===== src/rtl/fpmul_round_stage.sv =====
// Normalize / round-to-nearest-even / pack stage for the binary32 multiplier.
// Two registered stages with valid/ready flow control on both sides.
module fpmul_round_stage (
    input  logic        clk,
    input  logic        rst_n,
    input  logic        in_valid,
    output logic        in_ready,
    input  logic        sign_in,
    input  logic [9:0]  exp_in,
    input  logic [47:0] prod_in,
    input  logic        nan_in,
    input  logic        inf_in,
    input  logic        zero_in,
    output logic        out_valid,
    input  logic        out_ready,
    output logic [31:0] result,
    output logic        ovf,
    output logic        unf,
    output logic        inexact
);

    logic        s1_valid;
    logic        s1_sign;
    logic [9:0]  s1_exp;
    logic [22:0] s1_mant;
    logic        s1_g;
    logic        s1_st;
    logic        s1_nan;
    logic        s1_inf;
    logic        s1_zero;

    logic        s1_en;
    logic        s2_en;

    logic [22:0] n_mant;
    logic        n_g;
    logic        n_st;
    logic [9:0]  n_exp;

    logic        rnd;
    logic [23:0] rnd_sum;
    logic [9:0]  r_exp;
    logic [31:0] nx_result;
    logic        nx_ovf;
    logic        nx_unf;
    logic        nx_inexact;

    assign s2_en    = ~out_valid | out_ready;
    assign s1_en    = ~s1_valid | s2_en;
    assign in_ready = s1_en;

    always_comb begin
        n_mant = prod_in[45:23];
        n_g    = prod_in[22];
        n_st   = |prod_in[21:0];
        n_exp  = exp_in;
        if (prod_in[47]) begin
            n_mant = prod_in[46:24];
            n_g    = prod_in[23];
            n_st   = |prod_in[22:0];
            n_exp  = exp_in + 10'd1;
        end
    end

    always_ff @(posedge clk or negedge rst_n) begin
        if (!rst_n) begin
            s1_valid <= 1'b0;
            s1_sign  <= 1'b0;
            s1_exp   <= '0;
            s1_mant  <= '0;
            s1_g     <= 1'b0;
            s1_st    <= 1'b0;
            s1_nan   <= 1'b0;
            s1_inf   <= 1'b0;
            s1_zero  <= 1'b0;
        end else begin
            if (s1_en) s1_valid <= in_valid;
            if (s1_en && in_valid) begin
                s1_sign <= sign_in;
                s1_exp  <= n_exp;
                s1_mant <= n_mant;
                s1_g    <= n_g;
                s1_st   <= n_st;
                s1_nan  <= nan_in;
                s1_inf  <= inf_in;
                s1_zero <= zero_in;
            end
        end
    end

    // A mantissa carry leaves rnd_sum[22:0] at zero, so only the exponent needs bumping.
    always_comb begin
        rnd        = s1_g & (s1_st | s1_mant[0]);
        rnd_sum    = {1'b0, s1_mant} + {23'd0, rnd};
        r_exp      = s1_exp + {9'd0, rnd_sum[23]};
        nx_result  = {s1_sign, r_exp[7:0], rnd_sum[22:0]};
        nx_ovf     = 1'b0;
        nx_unf     = 1'b0;
        nx_inexact = s1_g | s1_st;
        if (s1_nan) begin
            nx_result  = 32'h7FC0_0000;
            nx_inexact = 1'b0;
        end else if (s1_inf) begin
            nx_result  = {s1_sign, 8'hFF, 23'd0};
            nx_inexact = 1'b0;
        end else if (s1_zero) begin
            nx_result  = {s1_sign, 31'd0};
            nx_inexact = 1'b0;
        end else if ($signed(r_exp) >= 10'sd255) begin
            nx_result  = {s1_sign, 8'hFF, 23'd0};
            nx_ovf     = 1'b1;
            nx_inexact = 1'b1;
        end else if ($signed(r_exp) <= 10'sd0) begin
            nx_result  = {s1_sign, 31'd0};
            nx_unf     = 1'b1;
            nx_inexact = 1'b1;
        end
    end

    always_ff @(posedge clk or negedge rst_n) begin
        if (!rst_n) begin
            out_valid <= 1'b0;
            result    <= '0;
            ovf       <= 1'b0;
            unf       <= 1'b0;
            inexact   <= 1'b0;
        end else begin
            if (s2_en) out_valid <= s1_valid;
            if (s2_en && s1_valid) begin
                result  <= nx_result;
                ovf     <= nx_ovf;
                unf     <= nx_unf;
                inexact <= nx_inexact;
            end
        end
    end

endmodule


===== config.mk =====
export PLATFORM = sky130hd
export DESIGN_NAME = fpmul_round_stage
export DESIGN_NICKNAME = d
export VERILOG_FILES = /design/src/rtl/fpmul_round_stage.sv
export SDC_FILE = /design/constraint.sdc
export NUM_CORES = 1
export LEC_CHECK = 0
export ABC_CLOCK_PERIOD_IN_PS = 8600
export CORE_MARGIN = 2
export CORE_UTILIZATION = 54
export DETAILED_ROUTE_END_ITERATION = 8
export GPL_ROUTABILITY_DRIVEN = 0
export PLACE_DENSITY_LB_ADDON = 0.15
export SKIP_CTS_REPAIR_TIMING = 1
export SLEW_MARGIN = 20
export SYNTH_ARGS = -nofsm -noshare
export SYNTH_HDL_FRONTEND = slang
export SYNTH_SLANG_ARGS = --single-unit

===== constraint.sdc =====
create_clock -name clk -period 8.6 [get_ports clk]
set_input_delay 1.29 -clock clk [delete_from_list [all_inputs] [get_ports clk]]
set_output_delay 1.29 -clock clk [all_outputs]
set_load 0.005 [all_outputs]

After elaboration in Yosys (flattened, before gate mapping)
Cells that the tools add are included.
{ "word_totals": {"word_cells": 53, "out_inout_bits": 37, "in_bits": 66, "regBits": 76} }
{ "classes": {"n_addsub": 3, "n_reduce_logical": 4, "mux": 23, "bitwise": 7, "n_lt_le_gt_ge": 2} }
{ "op_table": {"columns": ["operator", "n"], "rows": [
  ["$mux W31", 4],
  ["$mux W32", 1],
  ["$add A23 B1 Y24", 1],
  ["$mux W23", 1],
  ["$reduce_or A23 Y1", 1],
  ["$reduce_or A22 Y1", 1],
  ["$mux W1", 16],
  ["$add A10 B1 Y10", 1],
  ["$add A10 B1 Y10 const B", 1],
  ["$ge A10 B9 Y1 const B", 1],
  ["$le A10 B1 Y1 const B", 1],
  ["$mux W10", 1],
  ["$or A1 B1 Y1", 4],
  ["$logic_and A1 B1 Y1", 2],
  ["$not A1 Y1", 2],
  ["$and A1 B1 Y1", 1]
]} }

Longest topological paths before layout
{ "logic_depth": {"ltp_word": 10, "mapped_depth": 13, "depth_no_buf": 11} }

Worst setup path after synthesis
OpenSTA, ideal clock, no wires.
{ "synth_timing": {"kind": "reg2reg", "startpoint": "register s1_mant[3]", "endpoint": "register result[10]", "path_buffers": 2, "arrival_ns": 2.920, "required_ns": 8.507, "stages_incl_launch_ff": 14, "slack_ns": 5.587, "setup_time_ns": 0.093, "period_less_slack_ns": 3.013, "cell_sequence": "dfrtp_1 and4_1 and4_1 nand2_1 nor3_1 ha_1 ha_1 buf_4 nand4_4 or3_1 nor4bb_1 a211o_4 buf_6 o31ai_2"} }
{ "synth_between": {"elab_chain_cells": 8, "word_cells_on_any_way": 9, "cone_classes": "2 x add/sub; 2 x order compare; 5 x mux"} }
{ "synth_rtl": {"columns": ["item", "line", "rtl"], "rows": [
  ["start: declaration", "25", "logic [22:0] s1_mant;"],
  ["start signal: assignment", "81", "s1_mant <= n_mant;"],
  ["$add A23 B1 Y24 *", "94", "rnd_sum = {1'b0, s1_mant} + {23'd0, rnd};"],
  ["$add A10 B1 Y10", "95", "r_exp = s1_exp + {9'd0, rnd_sum[23]};"],
  ["$le A10 B1 Y1", "113", "end else if ($signed(r_exp) <= 10'sd0) begin"],
  ["$mux W31", "113", null],
  ["$mux W31 *", "109", "end else if ($signed(r_exp) >= 10'sd255) begin"],
  ["$mux W31 *", "106", "end else if (s1_zero) begin"],
  ["$mux W31 *", "103", "end else if (s1_inf) begin"],
  ["$mux W32 *", "100", "if (s1_nan) begin"],
  ["end signal: assignment", "130", "result <= nx_result;"],
  ["end: declaration", "16", "output logic [31:0] result,"]
]} }
Every way passes the cells marked *; elsewhere a longest branch is shown, timed or not.
A chain may end at the register's enable or synchronous reset.

Final worst setup path
{ "layout_timing": {"startpoint": "input out_ready", "endpoint": "output in_ready"} }
{ "layout_between": {"elab_chain_cells": 2} }
{ "layout_rtl": {"columns": ["item", "line", "rtl"], "rows": [
  ["start: declaration", "15", "input logic out_ready,"],
  ["$or A1 B1 Y1", "48", "assign s2_en = ~out_valid | out_ready;"],
  ["$or A1 B1 Y1", "49", "assign s1_en = ~s1_valid | s2_en;"],
  ["end: declaration", "7", "output logic in_ready,"]
]} }
No other way between the ends.

==> flow_metrics.env <==
export IMPL_cellPowerDensity_nw_per_um2=175
export IMPL_synthTopCellsByCount="76 x dfrtp_1, 74 x nand2_1, 36 x o21ai_0"
export IMPL_htreeDepth=3
export IMPL_ys_ff_latch=76
export IMPL_vias_per_cell=5.66
export IMPL_synth_edff_count=0
export IMPL_endpoint_kind="output port"
export IMPL_drt_pass1_iterations=4
export IMPL_combPwrFrac=0.217
export IMPL_power_net_switching_mw=0.276
export IMPL_cts_sinks=76
export IMPL_synthAdderAreaFrac=0.0145
export IMPL_clock_latency_ns=0.35
export IMPL_max_slew_worst_pin_slew_ns=0.923
export IMPL_synth_xor_area_frac=0.0790
export IMPL_critPathRequiredTime_ns=7.31
export IMPL_syn_mean_instance_area_um2=9.87
export IMPL_grt_pass1_wl_um=15800
export IMPL_routedWlPerCell_um=15.0
export IMPL_arrival_ns=2.49
export IMPL_io_pin_count=103
export IMPL_routed_wl_um=9540
export IMPL_synth_nets=509
export IMPL_p_leak_nw=2.27
export IMPL_antenna_cells=0
export IMPL_finalSetupViolCount=0
export IMPL_crit_type="in -> out"
export IMPL_synth_top_area_frac=0.440
export IMPL_instances_no_fill=635
export IMPL_synth_seq_area_share=0.440
export IMPL_synth_distinct_cells=53
export IMPL_synth_top_area_cell="dfrtp_1"
export IMPL_synth_simple_area_share=0.190
export IMPL_cpMostUsedCell="clkdlybuf4s50_1"
export IMPL_async_reset_ff_frac=1.00
export IMPL_grt_max_degree=77
export IMPL_synth_compound_area_share=0.166
export IMPL_slowest_stage="clkdlybuf4s50_1"
export IMPL_hold_violations=0
export IMPL_hold_ws_ns=0.475
export IMPL_grt_ovfl_total=0
export IMPL_crit_path_cell_trace="clkdlybuf4s50_1 -> nand3b_1 -> clkdlybuf4s50_1"
export IMPL_fin_tns_setup_ns=0
export IMPL_largest_register_ffs=32
export IMPL_top_register="result"
export IMPL_drive_above_1_share=0.0957
export IMPL_numPortBuffers=102
export IMPL_yosys_cell_count_top_type="dfrtp_1"
export IMPL_dpl_hpwl_um=7150
export IMPL_power_frac_seq=0.462
export IMPL_die_y_um=93.5
export IMPL_nNetsFinal=599
export IMPL_yosys_warnings=0
export IMPL_grtUsageTotal=0.229
export IMPL_ir_drop_mv=0.0966
export IMPL_largestRegisters="result x32, s1_mant x23, s1_exp x10"
export IMPL_whs_path_depth=2
export IMPL_rsz0062_at_grt="false"
export IMPL_worst_path_largest_cell_delay_ns=0.53
export IMPL_r2r_cells=11
export IMPL_crit_path_max_fanout=3
export IMPL_finalPower_mw=0.981
export IMPL_clk_pin_slew_ns=0.07
export IMPL_first_iter_violations=189
export IMPL_slew_viol_final=0
export IMPL_placed_cells=619
export IMPL_critPathLaunchType="input pin"
export IMPL_synthMuxAreaShare=0.0706
export IMPL_place_area_um2=5360
export IMPL_antenna_found_initial=0
export IMPL_die_area_um2=8740
export IMPL_syn_inst=438
export IMPL_skew_ns=0.00768
export IMPL_drc_errors=0
export IMPL_drv_cap=0
export IMPL_hold_class="reg -> reg"
export IMPL_p_int_mw=0.705
export IMPL_grt_pass1_vias=3389
export IMPL_syn_to_final_growth_pct=29.3
export IMPL_die_width_um=93.5
export IMPL_clock_root_buffer="clkbuf_8"
export IMPL_p_clk_frac=0.321
export IMPL_relSlewSlack=0.385
export IMPL_start_util=0.559
export IMPL_synth_flop_cell="dfrtp_1"
export IMPL_fp_coreArea_um2=7730
export IMPL_syn_area_um2=4320
export IMPL_synth_area_leaders="dfrtp_1 44%, nand2_1 6.4%, mux2i_1 6.0%, o31ai_2 5.5%, xnor2_1 4.3%"
export IMPL_max_freq_ghz=0.265
export IMPL_antenna_left=0
export IMPL_fillers=573
export IMPL_synth_top_family_by_area="simple AND/OR/NAND/NOR gates"
export IMPL_final_area_um2=5590
export IMPL_status="finished, final reports clean"
export IMPL_cts_tree="done"
export IMPL_switching_share=0.281
export IMPL_rows=32
export IMPL_period_minus_slack_ns=3.78
export IMPL_clk_path_buf_depth=2
export IMPL_vias=3595
export IMPL_cts_buffers=9
export IMPL_min_period_over_period=0.439
## placed cells by master, fill, tap and decap left out, types with 5 or more instances in the layout
| cell type | Yosys | final |
|---|---|---|
| xnor2_1 | 21 | 21 |
| and4_1 | 6 | 6 |
| o21ai_0 | 36 | 36 |
| o22a_1 | 7 | 7 |
| dfrtp_1 | 76 | 76 |
| mux2i_1 | 26 | 26 |
| nand2_1 | 74 | 73 |
| o31ai_2 | 19 | 19 |
| inv_1 | 8 | 8 |
| nor2_1 | 16 | 16 |
| nor4_1 | 8 | 8 |
| nand4_1 | 14 | 14 |
| clkbuf_8 | 0 | 9 |
| nand3_1 | 15 | 15 |
| ha_1 | 5 | 5 |
| xor2_1 | 18 | 18 |
| clkdlybuf4s50_1 | 0 | 101 |
## critical path, delay by kind of cell
kind                   cells  cell delay [ns]
AND/OR/NAND/NOR            1             0.19
buffers and inverters      2             1.00
## cells by family after synthesis
family | count (synthesis)
compound gates | 90
xor+xnor | 39
fa+ha+maj | 5
buf+inv | 36
flops | 76
mux | 30
simple gates | 162
## metrics by stage
| stage | utilization | worst slack, ns |
|---|---|---|
| final | 0.724 | 4.82 |
| after global placement | 0.693 | 4.89 |
| after detailed placement | 0.693 | 4.88 |
| after global routing | 0.724 | 4.63 |
| after CTS | 0.723 | 4.87 |
| after floorplan | - | 5.59 |
## path summary, 6_finish.rpt
| path | start | to | slack, ns |
|---|---|---|---|
| max in group asynchronous | rst_n | s1_mant[4]$_DFFE_PN0P_ | 6.84 |
| hold reg to reg | result[31]$_DFFE_PN0P_ | result[31]$_DFFE_PN0P_ | 0.48 |
| hold / removal | result[31]$_DFFE_PN0P_ | result[31]$_DFFE_PN0P_ | 0.48 |
| setup / recovery | out_ready | in_ready | 4.82 |
| min in group asynchronous | rst_n | out_valid$_DFFE_PN0P_ | 1.16 |
| setup reg to reg | s1_mant[9]$_DFFE_PN0P_ | result[22]$_DFFE_PN0P_ | 4.97 |
## routing by layer
| metal | track usage | up-vias | share of wire |
|---|---|---|---|
| met4 | 0.0772 | 0 | 0.013 |
| met3 | 0.0346 | 12 | 0.057 |
| li1 | - | 1761 | - |
| met1 | 0.346 | 1700 | 0.48 |
| met5 | 0 | - | 0 |
| met2 | 0.334 | 122 | 0.45 |
## area by class of cell
class                      count  area [um2]  area share
clock buffer                  11         131      0.0235
clock inverter                 5         100      0.0179
inverter                      10        37.5     0.00671
multi-input combinational    326        2250       0.403
sequential                    76        1900       0.340
tap                          102         128      0.0228
timing repair buffer         105        1040       0.186
## power by group through the flow
stage | combinational, mW | sequential [mW] | clock [mW]
after global placement | 0.208 | 0.455 | 0
after detailed placement | 0.213 | 0.459 | 0
after floorplan | 0.132 | 0.439 | 0
after global routing | 0.236 | 0.460 | 0.335
after CTS | 0.214 | 0.452 | 0.320
final | 0.212 | 0.453 | 0.315
Power figures use the tool's default switching activity.
